**config.mk**
```make
export PLATFORM = sky130hd
export DESIGN_NAME = nanorv32_ahb_master_bridge_flat
export DESIGN_NICKNAME = d
export VERILOG_FILES = /design/src/rtl/nanorv32_ahb_master_bridge_if.sv /design/src/rtl/nanorv32_ahb_master_bridge.sv /design/src/flat_wrapper.sv
export SDC_FILE = /design/constraint.sdc
export NUM_CORES = 1
export LEC_CHECK = 0
export BUFFER_PORTS_ARGS = -buffer_cell sky130_fd_sc_hd__buf_2
export CAP_MARGIN = 20
export CORE_UTILIZATION = 45
export CTS_BUF_LIST = sky130_fd_sc_hd__clkbuf_8
export CTS_CLUSTER_SIZE = 16
export DETAILED_ROUTE_END_ITERATION = 10
export GPL_ROUTABILITY_DRIVEN = 0
export PLACE_DENSITY = 0.72
export RECOVER_POWER = 50
export SYNTH_ARGS = -nofsm -noshare
export SYNTH_HDL_FRONTEND = slang
export SYNTH_SLANG_ARGS = --single-unit
```
**constraint.sdc**
```tcl
create_clock -name clk_in -period 8 [get_ports clk_in]
set_input_delay 1.6 -clock clk_in [delete_from_list [all_inputs] [get_ports clk_in]]
set_output_delay 1.6 -clock clk_in [all_outputs]
set_load 0.005 [all_outputs]
```
**src/rtl/nanorv32_ahb_master_bridge_if.sv**
```systemverilog
// Signal bundle between the nanorv32 data bus, the bridge and the AHB-Lite fabric.
// The master modport is the bridge's view; the slave modport is the environment's view.
interface nanorv32_ahb_master_bridge_if;
    logic        cpu_req;
    logic        cpu_wr;
    logic [31:0] cpu_addr;
    logic [3:0]  cpu_bytesel;
    logic [31:0] cpu_din;
    logic [31:0] cpu_dout;
    logic        cpu_ack;
    logic        cpu_err;
    logic [31:0] haddr;
    logic        hwrite;
    logic [2:0]  hsize;
    logic [2:0]  hburst;
    logic [3:0]  hprot;
    logic [1:0]  htrans;
    logic        hmastlock;
    logic [31:0] hwdata;
    logic [31:0] hrdata;
    logic        hready;
    logic        hresp;

    modport master (
        input  cpu_req, cpu_wr, cpu_addr, cpu_bytesel, cpu_din, hrdata, hready, hresp,
        output cpu_dout, cpu_ack, cpu_err, haddr, hwrite, hsize, hburst, hprot,
        output htrans, hmastlock, hwdata
    );

    modport slave (
        output cpu_req, cpu_wr, cpu_addr, cpu_bytesel, cpu_din, hrdata, hready, hresp,
        input  cpu_dout, cpu_ack, cpu_err, haddr, hwrite, hsize, hburst, hprot,
        input  htrans, hmastlock, hwdata
    );
endinterface

```
**src/rtl/nanorv32_ahb_master_bridge.sv**
```systemverilog
// nanorv32 req/ack data bus to single AHB-Lite master transfers, one outstanding at a time.
// All AHB and CPU-side outputs come straight from registers.
module nanorv32_ahb_master_bridge #(
    parameter logic [3:0] HPROT_VAL     = 4'b0011,
    parameter bit         CHECK_BYTESEL = 1'b1
) (
    input logic                            clk_in,
    input logic                            rst,
    nanorv32_ahb_master_bridge_if.master   bus
);
    typedef enum logic [1:0] {ST_IDLE, ST_ADDR, ST_DATA, ST_LERR} state_t;

    localparam logic [1:0] HTRANS_IDLE   = 2'b00;
    localparam logic [1:0] HTRANS_NONSEQ = 2'b10;

    state_t      state_reg, state_next;
    logic [1:0]  htrans_reg, htrans_next;
    logic [31:0] haddr_reg, haddr_next;
    logic [2:0]  hsize_reg, hsize_next;
    logic        hwrite_reg, hwrite_next;
    logic [31:0] hwdata_reg, hwdata_next;
    logic [31:0] hold_reg, hold_next;
    logic [31:0] dout_reg, dout_next;
    logic        ack_reg, ack_next;
    logic        err_reg, err_next;

    logic        sel_legal;
    logic [2:0]  sel_size;
    logic [1:0]  sel_lo;
    logic        issue;
    logic        go_lerr;
    logic        unused_addr_bits;

    // The lane comes from bytesel, so the CPU's low address bits are not used.
    assign unused_addr_bits = ^bus.cpu_addr[1:0];

    always_comb begin
        sel_legal = 1'b1;
        sel_size  = 3'b010;
        sel_lo    = 2'b00;
        case (bus.cpu_bytesel)
            4'b1111: ;
            4'b0011: sel_size = 3'b001;
            4'b1100: begin sel_size = 3'b001; sel_lo = 2'b10; end
            4'b0001: sel_size = 3'b000;
            4'b0010: begin sel_size = 3'b000; sel_lo = 2'b01; end
            4'b0100: begin sel_size = 3'b000; sel_lo = 2'b10; end
            4'b1000: begin sel_size = 3'b000; sel_lo = 2'b11; end
            default: sel_legal = 1'b0;
        endcase
    end

    // A request seen alongside cpu_ack is the tail of the transfer just completed.
    assign issue   = bus.cpu_req && !ack_reg && (sel_legal || !CHECK_BYTESEL);
    assign go_lerr = bus.cpu_req && !ack_reg && !sel_legal && CHECK_BYTESEL;

    always_ff @(posedge clk_in or posedge rst) begin
        if (rst) begin
            state_reg  <= ST_IDLE;
            htrans_reg <= HTRANS_IDLE;
            haddr_reg  <= 32'h0;
            hsize_reg  <= 3'b010;
            hwrite_reg <= 1'b0;
            hwdata_reg <= 32'h0;
            hold_reg   <= 32'h0;
            dout_reg   <= 32'h0;
            ack_reg    <= 1'b0;
            err_reg    <= 1'b0;
        end else begin
            state_reg  <= state_next;
            htrans_reg <= htrans_next;
            haddr_reg  <= haddr_next;
            hsize_reg  <= hsize_next;
            hwrite_reg <= hwrite_next;
            hwdata_reg <= hwdata_next;
            hold_reg   <= hold_next;
            dout_reg   <= dout_next;
            ack_reg    <= ack_next;
            err_reg    <= err_next;
        end
    end

    always_comb begin
        state_next = state_reg;
        case (state_reg)
            ST_IDLE: begin
                if (issue)        state_next = ST_ADDR;
                else if (go_lerr) state_next = ST_LERR;
            end
            ST_ADDR: if (bus.hready) state_next = ST_DATA;
            ST_DATA: if (bus.hready) state_next = ST_IDLE;
            ST_LERR: state_next = ST_IDLE;
            default: state_next = ST_IDLE;
        endcase
    end

    always_comb begin
        htrans_next = htrans_reg;
        haddr_next  = haddr_reg;
        hsize_next  = hsize_reg;
        hwrite_next = hwrite_reg;
        hwdata_next = hwdata_reg;
        hold_next   = hold_reg;
        dout_next   = dout_reg;
        ack_next    = 1'b0;
        err_next    = 1'b0;
        case (state_reg)
            ST_IDLE: begin
                if (issue) begin
                    haddr_next  = {bus.cpu_addr[31:2], sel_lo};
                    hsize_next  = sel_size;
                    hwrite_next = bus.cpu_wr;
                    htrans_next = HTRANS_NONSEQ;
                    hold_next   = bus.cpu_din;
                end
            end
            ST_ADDR: begin
                if (bus.hready) begin
                    htrans_next = HTRANS_IDLE;
                    if (hwrite_reg) hwdata_next = hold_reg;
                end
            end
            ST_DATA: begin
                // First ERROR cycle has hready low and is simply waited through.
                if (bus.hready) begin
                    ack_next = 1'b1;
                    err_next = bus.hresp;
                    if (!bus.hresp && !hwrite_reg) dout_next = bus.hrdata;
                end
            end
            ST_LERR: begin
                ack_next = 1'b1;
                err_next = 1'b1;
            end
            default: ;
        endcase
    end

    assign bus.htrans    = htrans_reg;
    assign bus.haddr     = haddr_reg;
    assign bus.hsize     = hsize_reg;
    assign bus.hwrite    = hwrite_reg;
    assign bus.hwdata    = hwdata_reg;
    assign bus.hburst    = 3'b000;
    assign bus.hprot     = HPROT_VAL;
    assign bus.hmastlock = 1'b0;
    assign bus.cpu_dout  = dout_reg;
    assign bus.cpu_ack   = ack_reg;
    assign bus.cpu_err   = err_reg;
endmodule
```
**src/flat_wrapper.sv**
```systemverilog
// flat-port wrapper written by rule: the top's interface ports become plain ports
module nanorv32_ahb_master_bridge_flat 
#(
    parameter logic [3:0] HPROT_VAL     = 4'b0011,
    parameter bit         CHECK_BYTESEL = 1'b1
)
  (clk_in, rst, bus_cpu_req, bus_cpu_wr, bus_cpu_addr, bus_cpu_bytesel, bus_cpu_din, bus_hrdata, bus_hready, bus_hresp, bus_cpu_dout, bus_cpu_ack, bus_cpu_err, bus_haddr, bus_hwrite, bus_hsize, bus_hburst, bus_hprot, bus_htrans, bus_hmastlock, bus_hwdata);
  nanorv32_ahb_master_bridge_if bus_i ();
  input logic clk_in;
  input logic rst;
  input wire logic [$bits(bus_i.cpu_req)-1:0] bus_cpu_req;
  input wire logic [$bits(bus_i.cpu_wr)-1:0] bus_cpu_wr;
  input wire logic [$bits(bus_i.cpu_addr)-1:0] bus_cpu_addr;
  input wire logic [$bits(bus_i.cpu_bytesel)-1:0] bus_cpu_bytesel;
  input wire logic [$bits(bus_i.cpu_din)-1:0] bus_cpu_din;
  input wire logic [$bits(bus_i.hrdata)-1:0] bus_hrdata;
  input wire logic [$bits(bus_i.hready)-1:0] bus_hready;
  input wire logic [$bits(bus_i.hresp)-1:0] bus_hresp;
  output wire logic [$bits(bus_i.cpu_dout)-1:0] bus_cpu_dout;
  output wire logic [$bits(bus_i.cpu_ack)-1:0] bus_cpu_ack;
  output wire logic [$bits(bus_i.cpu_err)-1:0] bus_cpu_err;
  output wire logic [$bits(bus_i.haddr)-1:0] bus_haddr;
  output wire logic [$bits(bus_i.hwrite)-1:0] bus_hwrite;
  output wire logic [$bits(bus_i.hsize)-1:0] bus_hsize;
  output wire logic [$bits(bus_i.hburst)-1:0] bus_hburst;
  output wire logic [$bits(bus_i.hprot)-1:0] bus_hprot;
  output wire logic [$bits(bus_i.htrans)-1:0] bus_htrans;
  output wire logic [$bits(bus_i.hmastlock)-1:0] bus_hmastlock;
  output wire logic [$bits(bus_i.hwdata)-1:0] bus_hwdata;
  assign bus_i.cpu_req = bus_cpu_req;
  assign bus_i.cpu_wr = bus_cpu_wr;
  assign bus_i.cpu_addr = bus_cpu_addr;
  assign bus_i.cpu_bytesel = bus_cpu_bytesel;
  assign bus_i.cpu_din = bus_cpu_din;
  assign bus_i.hrdata = bus_hrdata;
  assign bus_i.hready = bus_hready;
  assign bus_i.hresp = bus_hresp;
  assign bus_cpu_dout = bus_i.cpu_dout;
  assign bus_cpu_ack = bus_i.cpu_ack;
  assign bus_cpu_err = bus_i.cpu_err;
  assign bus_haddr = bus_i.haddr;
  assign bus_hwrite = bus_i.hwrite;
  assign bus_hsize = bus_i.hsize;
  assign bus_hburst = bus_i.hburst;
  assign bus_hprot = bus_i.hprot;
  assign bus_htrans = bus_i.htrans;
  assign bus_hmastlock = bus_i.hmastlock;
  assign bus_hwdata = bus_i.hwdata;
  nanorv32_ahb_master_bridge #(.HPROT_VAL(HPROT_VAL), .CHECK_BYTESEL(CHECK_BYTESEL)) u_core (.clk_in(clk_in), .rst(rst), .bus(bus_i));
endmodule
```
==> results of run 1 <==
[report_power, final]
group	leakage, nW	internal [mW]	switching [mW]
Sequential	1.65	1.03	0.172
Combinational	1.68	0.568	0.319
Clock	0.234	0.408	0.258
[critical path: stages]
cell and delay, ns:
sky130_fd_sc_hd__buf_2 0.10, sky130_fd_sc_hd__clkinvlp_2 1.27, sky130_fd_sc_hd__clkbuf_1 0.62, sky130_fd_sc_hd__buf_16 0.36
[cell usage in the layout, fill, tap and decap left out, drive strengths merged, types with 2 or more instances in the layout]
master    count
inv           4
o21ai         8
nand4b        2
nand3         3
a31oi         2
buf         206
conb         10
a21o          2
mux2        127
clkinvlp      4
nand2b        2
nor2          3
bufinv        6
o21a          2
dfrtp       135
nor4b         2
clkbuf       23
nand2         2
a21oi         4
[area by class of cell]
class                           instances  area (um^2)  area share [%]
Clock buffer                           18          248            3.47
Clock inverter                         13          228            3.19
Inverter                                2         8.76           0.123
Multi-Input combinational cell        185         1980            27.8
Sequential cell                       136         3400            47.8
Tap cell                              147          184            2.58
Timing Repair Buffer                  211         1080            15.1
[logic make-up after synthesis]
kind of cell    synth area share, %
other cells                   0.135
xor+xnor                      0.157
flops                          61.2
mux                            29.0
simple gates                   2.41
buf+inv                        3.73
compound gates                 3.39
[layer usage]
metal,vias up,global-route usage [%]
met5,-,0
met4,2,5.79
met3,17,8.52
met2,151,28.5
met1,1732,20.8
li1,1619,-
[path summary, 6_finish.rpt]
| check | slack (ns) | end | depth (start not counted) |
|---|---|---|---|
| max | 4.50 | u_core.bus.hsize[1] | 4 |
| min | 0.48 | u_core.bus.htrans[1] | 1 |
| max reg2reg | 5.37 | u_core.hold_reg[27] | 4 |
| min reg2reg | 0.48 | u_core.bus.htrans[1] | 1 |
| max in group clk_in | 4.65 | u_core.bus.hwdata[16] | 4 |
| min in group asynchronous | 1.75 | u_core.bus.haddr[25] | 2 |
==> implementation parameters, run 1 <==
Parameter                              Value

STA
  Transition time at the pin with the least slew margin ... 2.25 ns
  Worst Skew ... 0.00587 ns
  Minimum hold slack ... 0.476 ns
  Setup repair after global routing missed its margin ... no
  Maximum clock frequency ... 285 MHz
  Number of hold violations in the final report ... 0
  Worst setup margin ... 4.50 ns
  Max-slew violation count ... 117
  Post-layout min period ... 3.50 ns
  Final setup violation count ... 0
  Relative slew margins ... -51.1%
  Sum of negative setup slack ... 0 ns
  Ratio of final minimum period to clock period ... 43.8%

Finish
  Core occupancy in the finished layout ... 59.4%
  Count of nets after finishing ... 659
  Ant. Diodes ... 0
  Non-filler cells, final ... 712
  Post-route cell area ... 7130 um^2
  Area growth from synthesis to final layout ... 28.1%
  Layout cells sized above 1 ... 64.6%
  Number of fill cells ... 979

Placement
  Count of buffers from port buffering ... 205
  Number of cells after detailed placement ... 680
  Post-detailed-placement half-perimeter wirelength ... 7570 um
  Worst slack, placed ... 4.42 ns
  Cell Area, Placed ... 6650 um^2

Run status
  Outcome ... finished with violations
  Violated checks ... capacitance limit, slew limit

Yosys
  Cell area after synthesis ... 5570 um^2
  Instance count of the mapped netlist ... 344
  Most area-consuming cells after synthesis ... sky130_fd_sc_hd__dfrtp_1, sky130_fd_sc_hd__mux2_2, sky130_fd_sc_hd__mux2_4
  Count leader, synth ... sky130_fd_sc_hd__dfrtp_1
  Commonest register cell after synthesis ... sky130_fd_sc_hd__dfrtp_1
  Flip-flop and latch count after synthesis ... 136
  Proportion of synthesized flip-flops having asynchronous set or reset ... 100%
  Number of enable-type register cells in the synthesized netlist ... 0
  Share of Yosys cell area claimed by the top area cell type ... 60.7%
  Synthesis Warnings ... 0
  Avg Inst Size Synth ... 16.2 um^2
  Number of distinct library cell variants in the gate-level netlist after synthesis ... 37
  Most common library cells after synthesis ... sky130_fd_sc_hd__dfrtp_1, sky130_fd_sc_hd__mux2_2, sky130_fd_sc_hd__mux2_4
  Library cell with the largest summed area after synthesis ... sky130_fd_sc_hd__dfrtp_1
  Seq/Total Area, Yosys ... 61.2%

Die
  Die Area ... 12800 um^2
  Number of top-level design ports ... 218
  Starting density of the core ... 46.3%
  Die outline height ... 113 um
  Floorplan core area ... 12000 um^2
  Placement row count ... 40
  Overall die width ... 113 um

CTS
  Clock transition at the registers of the reported paths ... 0.07 ns
  Hold buffer count at cts ... 0
  CTS tree ... built
  Sink Count ... 136
  Root buffer cell ... sky130_fd_sc_hd__clkbuf_8
  Number of clock buffers inserted by TritonCTS ... 17
  Source-to-sink clock delay at the later pin of the worst-skew pair ... 0.44 ns
  H-tree lvl count ... 4
  Number of post-CTS setup repair buffers ... 0
  Clock Tree Buf Depth ... 2
  Post-cts repair resize count ... 0

Global routing
  Leftover overflow at the end of global routing ... 0
  Global-route wire length before repair ... 17300 um
  Number of antenna violations at the first check in global routing ... 1
  Vias in the first global route ... 3576
  Pin count of the biggest net entering global routing ... 85
  Total global-route track usage ... 17.7%

Routing
  Routed vias ... 3521
  Total detailed-routing wirelength ... 10800 um
  Post-detailed-route DRC marker count ... 0
  Number of iterations in the first detailed-routing pass ... 4
  Antenna-violating nets left ... 0
  WL/cell ... 15.2 um
  Detailed route wirelength on metal3 ... 989 um
  Vias per Instance ... 4.95
  Detailed-routed wire length on met2 ... 5190 um
  Uppermost routed layer ... met5
  Wire length the detailed router placed on met1 ... 4530 um
  Number of DRC markers after the initial detailed-route iteration ... 102

Setup path
  Worst Setup SP ... rst
  Worst setup path class ... in -> async
  Data required time of the worst path ... 8.55 ns
  Maximum fanout count along the critical path ... 74
  Kind of capture point of the worst setup path ... async pin
  Arrival @ worst endpoint ... 4.06 ns
  Crit path launch type ... primary input
  R2R Path Start ... u_core.state_reg[0]

Run
  Maxcap violations ... 3

Power
  Leakage power ... 3.56 nW
  Areal power density over the cells ... 386 nW/um^2
  Total power ... 2.75 mW
  Worst vdd ir ... 191 uV

Worst hold path
  Tightest Hold Check Type ... reg -> reg
  Hold path start ... u_core.bus.htrans[1]
No activity file was read; power rests on OpenSTA's default activity.
==> run 2, diff against run 1 <==
Settings changed: ABC_AREA from default to 1, PLACE_DENSITY 0.72 to 0.75.
Clock period 8 ns to 3 ns, I/O delays scaled along.
==> implementation parameters, run 2 <==
Parameter                              Value

Finish
  Core occupancy in the finished layout ... 57.8%
  Non-filler cells, final ... 982
  Area growth from synthesis to final layout ... 25.2%
  Layout cells sized above 1 ... 29.1%
  Post-route cell area ... 6940 um^2
  Count of nets after finishing ... 927
  Leading cell types in the layout, fill and taps excluded ... sky130_fd_sc_hd__nand2_1, sky130_fd_sc_hd__buf_2, sky130_fd_sc_hd__dfrtp_1
  Most common cell after layout, fill and taps aside ... sky130_fd_sc_hd__nand2_1

Worst hold path
  Tightest Hold Check Type ... in -> reg

STA
  Number of hold violations in the final report ... 0
  Transition time at the pin with the least slew margin ... 2.06 ns
  Maximum clock frequency ... 463 MHz
  Worst Skew ... 0.0162 ns
  Worst setup margin ... 0.841 ns
  Final setup violation count ... 0
  Ratio of final minimum period to clock period ... 72.0%
  Minimum hold slack ... 0.392 ns
  Post-layout min period ... 2.16 ns
  Setup repair after global routing missed its margin ... no
  Max-slew violation count ... 86
  Relative slew margins ... -37.2%
  Sum of negative setup slack ... 0 ns

CTS
  Clock Tree Buf Depth ... 2
  Root buffer cell ... sky130_fd_sc_hd__clkbuf_8
  Clock transition at the registers of the reported paths ... 0.08 ns
  Number of post-CTS setup repair buffers ... 0
  Source-to-sink clock delay at the later pin of the worst-skew pair ... 0.43 ns
  H-tree lvl count ... 4
  Post-cts repair resize count ... 0
  Number of clock buffers inserted by TritonCTS ... 17
  Hold buffer count at cts ... 0
  CTS tree ... built
  Sink Count ... 136

Global routing
  Global-route wire length before repair ... 20800 um
  Total global-route track usage ... 20.9%
  Number of antenna violations at the first check in global routing ... 1
  Vias in the first global route ... 4288
  Leftover overflow at the end of global routing ... 0
  Pin count of the biggest net entering global routing ... 86

Yosys
  Share of Yosys cell area claimed by the top area cell type ... 60.9%
  Number of distinct library cell variants in the gate-level netlist after synthesis ... 18
  Avg Inst Size Synth ... 8.84 um^2
  Flip-flop and latch count after synthesis ... 136
  Count leader, synth ... sky130_fd_sc_hd__nand2_1
  Most area-consuming cells after synthesis ... sky130_fd_sc_hd__dfrtp_1, sky130_fd_sc_hd__nand2_1, sky130_fd_sc_hd__nand3_1
  Seq/Total Area, Yosys ... 61.4%
  Instance count of the mapped netlist ... 627
  Most common library cells after synthesis ... sky130_fd_sc_hd__nand2_1, sky130_fd_sc_hd__dfrtp_1, sky130_fd_sc_hd__nand3_1
  Commonest register cell after synthesis ... sky130_fd_sc_hd__dfrtp_1
  Number of enable-type register cells in the synthesized netlist ... 0
  Synthesis Warnings ... 0
  Library cell with the largest summed area after synthesis ... sky130_fd_sc_hd__dfrtp_1
  Cell area after synthesis ... 5550 um^2
  Proportion of synthesized flip-flops having asynchronous set or reset ... 100%

Die
  Overall die width ... 113 um
  Number of top-level design ports ... 218
  Placement row count ... 40
  Starting density of the core ... 46.2%
  Floorplan core area ... 12000 um^2
  Die Area ... 12800 um^2
  Die outline height ... 113 um

Setup path
  Delay of the slowest critical-path stage ... 1.44 ns
  Maximum fanout count along the critical path ... 85
  Master of the slowest instance on the critical path ... sky130_fd_sc_hd__clkbuf_2
  Worst setup path class ... in -> async
  Crit path launch type ... primary input
  Worst-path cell chain ... buf_2, clkinvlp_2, clkbuf_2
  Buf/Inv on CP ... 3
  Data required time of the worst path ... 3.13 ns
  Cell family contributing the most delay on the critical path ... buffers and inverters
  Arrival @ worst endpoint ... 2.29 ns
  Kind of capture point of the worst setup path ... async pin

Routing
  Vias per Instance ... 4.70
  Total detailed-routing wirelength ... 12800 um
  Antenna-violating nets left ... 0
  Post-detailed-route DRC marker count ... 0
  Routed vias ... 4618
  Number of DRC markers after the initial detailed-route iteration ... 345
  WL/cell ... 13.1 um
  Number of iterations in the first detailed-routing pass ... 5

Run status
  Outcome ... finished with violations
  Violated checks ... capacitance limit, slew limit

Power
  Fraction of power spent switching nets ... 35.5%
  Share of power burned in combinational logic ... 30.4%
  Worst vdd ir ... 372 uV
  Total power ... 6.41 mW
  Portion of total power attributed to the clock network ... 21.6%
  Net switching power figure ... 2.27 mW
  Internal cell power ... 4.14 mW
  Leakage power ... 4.11 nW
  Part of the total power dissipated in sequential elements ... 48.0%
  Areal power density over the cells ... 923 nW/um^2

Run
  Maxcap violations ... 1

Placement
  Cell Area, Placed ... 6600 um^2
  Count of buffers from port buffering ... 205
  Number of cells after detailed placement ... 948
  Worst slack, placed ... 0.918 ns
  Post-detailed-placement half-perimeter wirelength ... 8480 um
==> run 2: cell type report <==
class / instances / area, um^2
fillers: 1153 / 5070
flip-flops and latches: 136 / 3400
multi-input cells: 410 / 1740
repair buffers: 214 / 1090
clock buffers: 17 / 234
well taps: 147 / 184
inverters: 42 / 159
clock inverters: 15 / 128
diodes: 1 / 2.50
==> run 2: path summary, 6_finish.rpt <==
path                                 startpoint                   end  slack (ns)  cells past startpoint
max in group clk_in           u_core.bus.hwrite            bus_hwrite        0.91                      2
max                                         rst   u_core.hold_reg[24]        0.84                      3
min reg2reg                u_core.bus.haddr[28]  u_core.bus.haddr[28]        0.47                      2
max reg2reg                 u_core.state_reg[1]  u_core.bus.haddr[18]        1.05                      7
min                              bus_cpu_din[5]    u_core.hold_reg[5]        0.39                      3
min in group asynchronous                   rst  u_core.bus.haddr[22]        0.60                      3
==> run 2: worst register-to-register path, cell delays in order (launching register included) <==
cell                      delay (ns)
sky130_fd_sc_hd__dfrtp_1        0.43
sky130_fd_sc_hd__nor2_1         0.10
sky130_fd_sc_hd__nand2_1        0.13
sky130_fd_sc_hd__nor2_4         0.13
sky130_fd_sc_hd__nand2_1        0.48
sky130_fd_sc_hd__buf_12         0.41
sky130_fd_sc_hd__nand2_1        0.10
sky130_fd_sc_hd__nand2_1        0.05
==> run 2: routing by layer <==
metal / global-route usage, % / up-vias / share of wire, %
met3: 5.89 / 18 / 6.1
met5: 0 / - / 0
met2: 32.7 / 151 / 48
met1: 27.1 / 2109 / 43
met4: 9.74 / 0 / 2.0
li1: - / 2340 / -
==> run 2: kinds of logic (layout without fill, tap and decap cells) <==
group                  Yosys count  count (layout)  synth area share [%]
AO/OA/AOI/OAI                   34              34                  3.16
buffers and inverters           89             288                  7.85
flip-flops                     136             136                  61.4
other                            2              11                 0.135
AND/OR/NAND/NOR                366             366                  27.5
==> run 2: power by group through the flow <==
stage               Combinational, mW  Clock (mW)  Sequential (mW)
detailed placement               2.01           0             3.09
floorplan                        1.04           0             3.12
global route                     2.24        1.52             3.17
finish                           1.95        1.39             3.07
global placement                 1.94           0             3.07
CTS                              2.01        1.43             3.07
==> run 3, diff against run 2 <==
Settings changed: PLACE_DENSITY 0.75 to 0.72.
Clock period 3 ns to 2.1 ns, I/O delays scaled along.
==> implementation parameters, run 3 (synthesis results as in run 2) <==
Parameter                              Value

CTS
  Number of post-CTS setup repair buffers ... 0
  Post-cts repair resize count ... 0
  Clock transition at the registers of the reported paths ... 0.07 ns
  Root buffer cell ... sky130_fd_sc_hd__clkbuf_8
  Clock Tree Buf Depth ... 2
  H-tree lvl count ... 4
  Sink Count ... 136
  CTS tree ... built
  Number of clock buffers inserted by TritonCTS ... 17
  Source-to-sink clock delay at the later pin of the worst-skew pair ... 0.44 ns
  Hold buffer count at cts ... 0

Global routing
  Leftover overflow at the end of global routing ... 0
  Number of antenna violations at the first check in global routing ... 1
  Pin count of the biggest net entering global routing ... 68
  Global-route wire length before repair ... 21800 um
  Total global-route track usage ... 22.1%
  Vias in the first global route ... 4633

Die
  Floorplan core area ... 12000 um^2
  Placement row count ... 40
  Number of top-level design ports ... 218
  Starting density of the core ... 46.2%
  Overall die width ... 113 um
  Die Area ... 12800 um^2
  Die outline height ... 113 um

Finish
  Area growth from synthesis to final layout ... 26.9%
  Ant. Diodes ... 0
  Layout cells sized above 1 ... 28.6%
  Count of nets after finishing ... 934
  Number of fill cells ... 1120
  Leading cell types in the layout, fill and taps excluded ... sky130_fd_sc_hd__nand2_1, sky130_fd_sc_hd__buf_2, sky130_fd_sc_hd__dfrtp_1
  Area of the multi-input gates ... 1730 um^2
  Most common cell after layout, fill and taps aside ... sky130_fd_sc_hd__nand2_1
  Reg area ... 3400 um^2

Routing
  Antenna-violating nets left ... 0
  Number of iterations in the first detailed-routing pass ... 5
  Number of DRC markers after the initial detailed-route iteration ... 268
  Vias per Instance ... 4.83
  Post-detailed-route DRC marker count ... 0
  Total detailed-routing wirelength ... 13400 um
  WL/cell ... 13.5 um
  Routed vias ... 4770

STA
  Worst setup margin ... 0.416 ns
  Transition time at the pin with the least slew margin ... 1.37 ns
  Setup repair after global routing missed its margin ... no
  Number of hold violations in the final report ... 0
  Max-slew violation count ... 0
  Worst Skew ... 0.00917 ns
  Ratio of final minimum period to clock period ... 80.2%
  Post-layout min period ... 1.68 ns
  Maximum clock frequency ... 594 MHz
  Final setup violation count ... 0
  Relative slew margins ... 7.88%

Power
  Internal cell power ... 6.24 mW
  Portion of total power attributed to the clock network ... 23.4%
  Worst vdd ir ... 685 uV
  Share of power burned in combinational logic ... 29.6%
  Areal power density over the cells ... 1340 nW/um^2
  Net switching power figure ... 3.21 mW
  Part of the total power dissipated in sequential elements ... 47.0%
  Fraction of power spent switching nets ... 34.0%
  Total power ... 9.44 mW
  Leakage power ... 4.16 nW

Placement
  Post-detailed-placement half-perimeter wirelength ... 9200 um
  Count of buffers from port buffering ... 205
  Worst slack, placed ... 0.432 ns

Run status
  Outcome ... finished, final reports clean

Setup path
  Worst setup path class ... reg -> out
  Crit path launch type ... register
  Kind of capture point of the worst setup path ... output pin
  Master of the slowest instance on the critical path ... sky130_fd_sc_hd__dfrtp_1
  Delay of the slowest critical-path stage ... 0.63 ns
  Cell family contributing the most delay on the critical path ... flip-flops
  Worst-path cell chain ... buf_2
  Buf/Inv on CP ... 1
  Data required time of the worst path ... 1.68 ns
  Arrival @ worst endpoint ... 1.26 ns
  Maximum fanout count along the critical path ... 13

Run
  Maxcap violations ... 0

Worst hold path
  Tightest Hold Check Type ... in -> reg
[run 3: changes by cell type in the layout (fill, tap and decap cells not counted), sizes merged]
| cell | previous run | this run |
|---|---|---|
| bufinv | 1 | 3 |
| diode | 1 | 0 |
| clkbuf | 30 | 39 |
| clkinv | 7 | 4 |
| clkinvlp | 4 | 1 |
| buf | 201 | 202 |
[run 3: per-stage QoR]
stage                     hold WS, ns  cell area [um^2]  utilization, %  TNS, ns  std cells
final                           0.202              7040            58.6        0        987
after global routing            0.180              7040            58.6        0        987
after CTS                      0.0856              7090            59.0        0        987
after global placement          0.449              6690            55.7        0        956
after detailed placement        0.453              6690            55.7        0        956
after floorplan                 0.443              5580               -    -1.66        635
[run 3: power groups by stage]
stage / combinational (mW) / clock [mW] / sequential, mW
after floorplan: 1.49 / 0 / 4.46
after global placement: 2.81 / 0 / 4.40
after detailed placement: 2.90 / 0 / 4.46
after CTS: 2.89 / 2.26 / 4.43
after global routing: 3.22 / 2.36 / 4.57
final: 2.79 / 2.21 / 4.44
[run 3: layout make-up]
| type | count | share of cell area [%] |
|---|---|---|
| clock inverters | 11 | 1.85 |
| inverters | 42 | 2.26 |
| repair buffers | 221 | 16.3 |
| well taps | 147 | 2.61 |
| multi-input cells | 410 | 24.6 |
| clock buffers | 20 | 3.91 |
| flip-flops and latches | 136 | 48.4 |
[run 3: layer usage]
layer  vias to the layer above  part of all wire [%]  track usage (%)
met5                         -                 0.097                0
li1                       2345                     -                -
met1                      2228                    40             25.5
met3                        31                   6.7             6.48
met2                       164                    50             37.6
met4                         2                   2.8             11.1
[run 3: worst paths after layout]
kind,to,from,slack [ns],depth (start not counted)
setup / recovery,bus_hwrite,u_core.bus.hwrite,0.42,1
hold / removal,u_core.bus.haddr[21],bus_cpu_addr[21],0.20,3
setup reg to reg,u_core.bus.hwrite,u_core.state_reg[1],0.48,6
hold reg to reg,u_core.bus.hwdata[14],u_core.bus.hwdata[14],0.47,2
max in group asynchronous,u_core.bus.haddr[10],rst,0.54,3
min in group asynchronous,u_core.bus.cpu_dout[23],rst,0.28,2
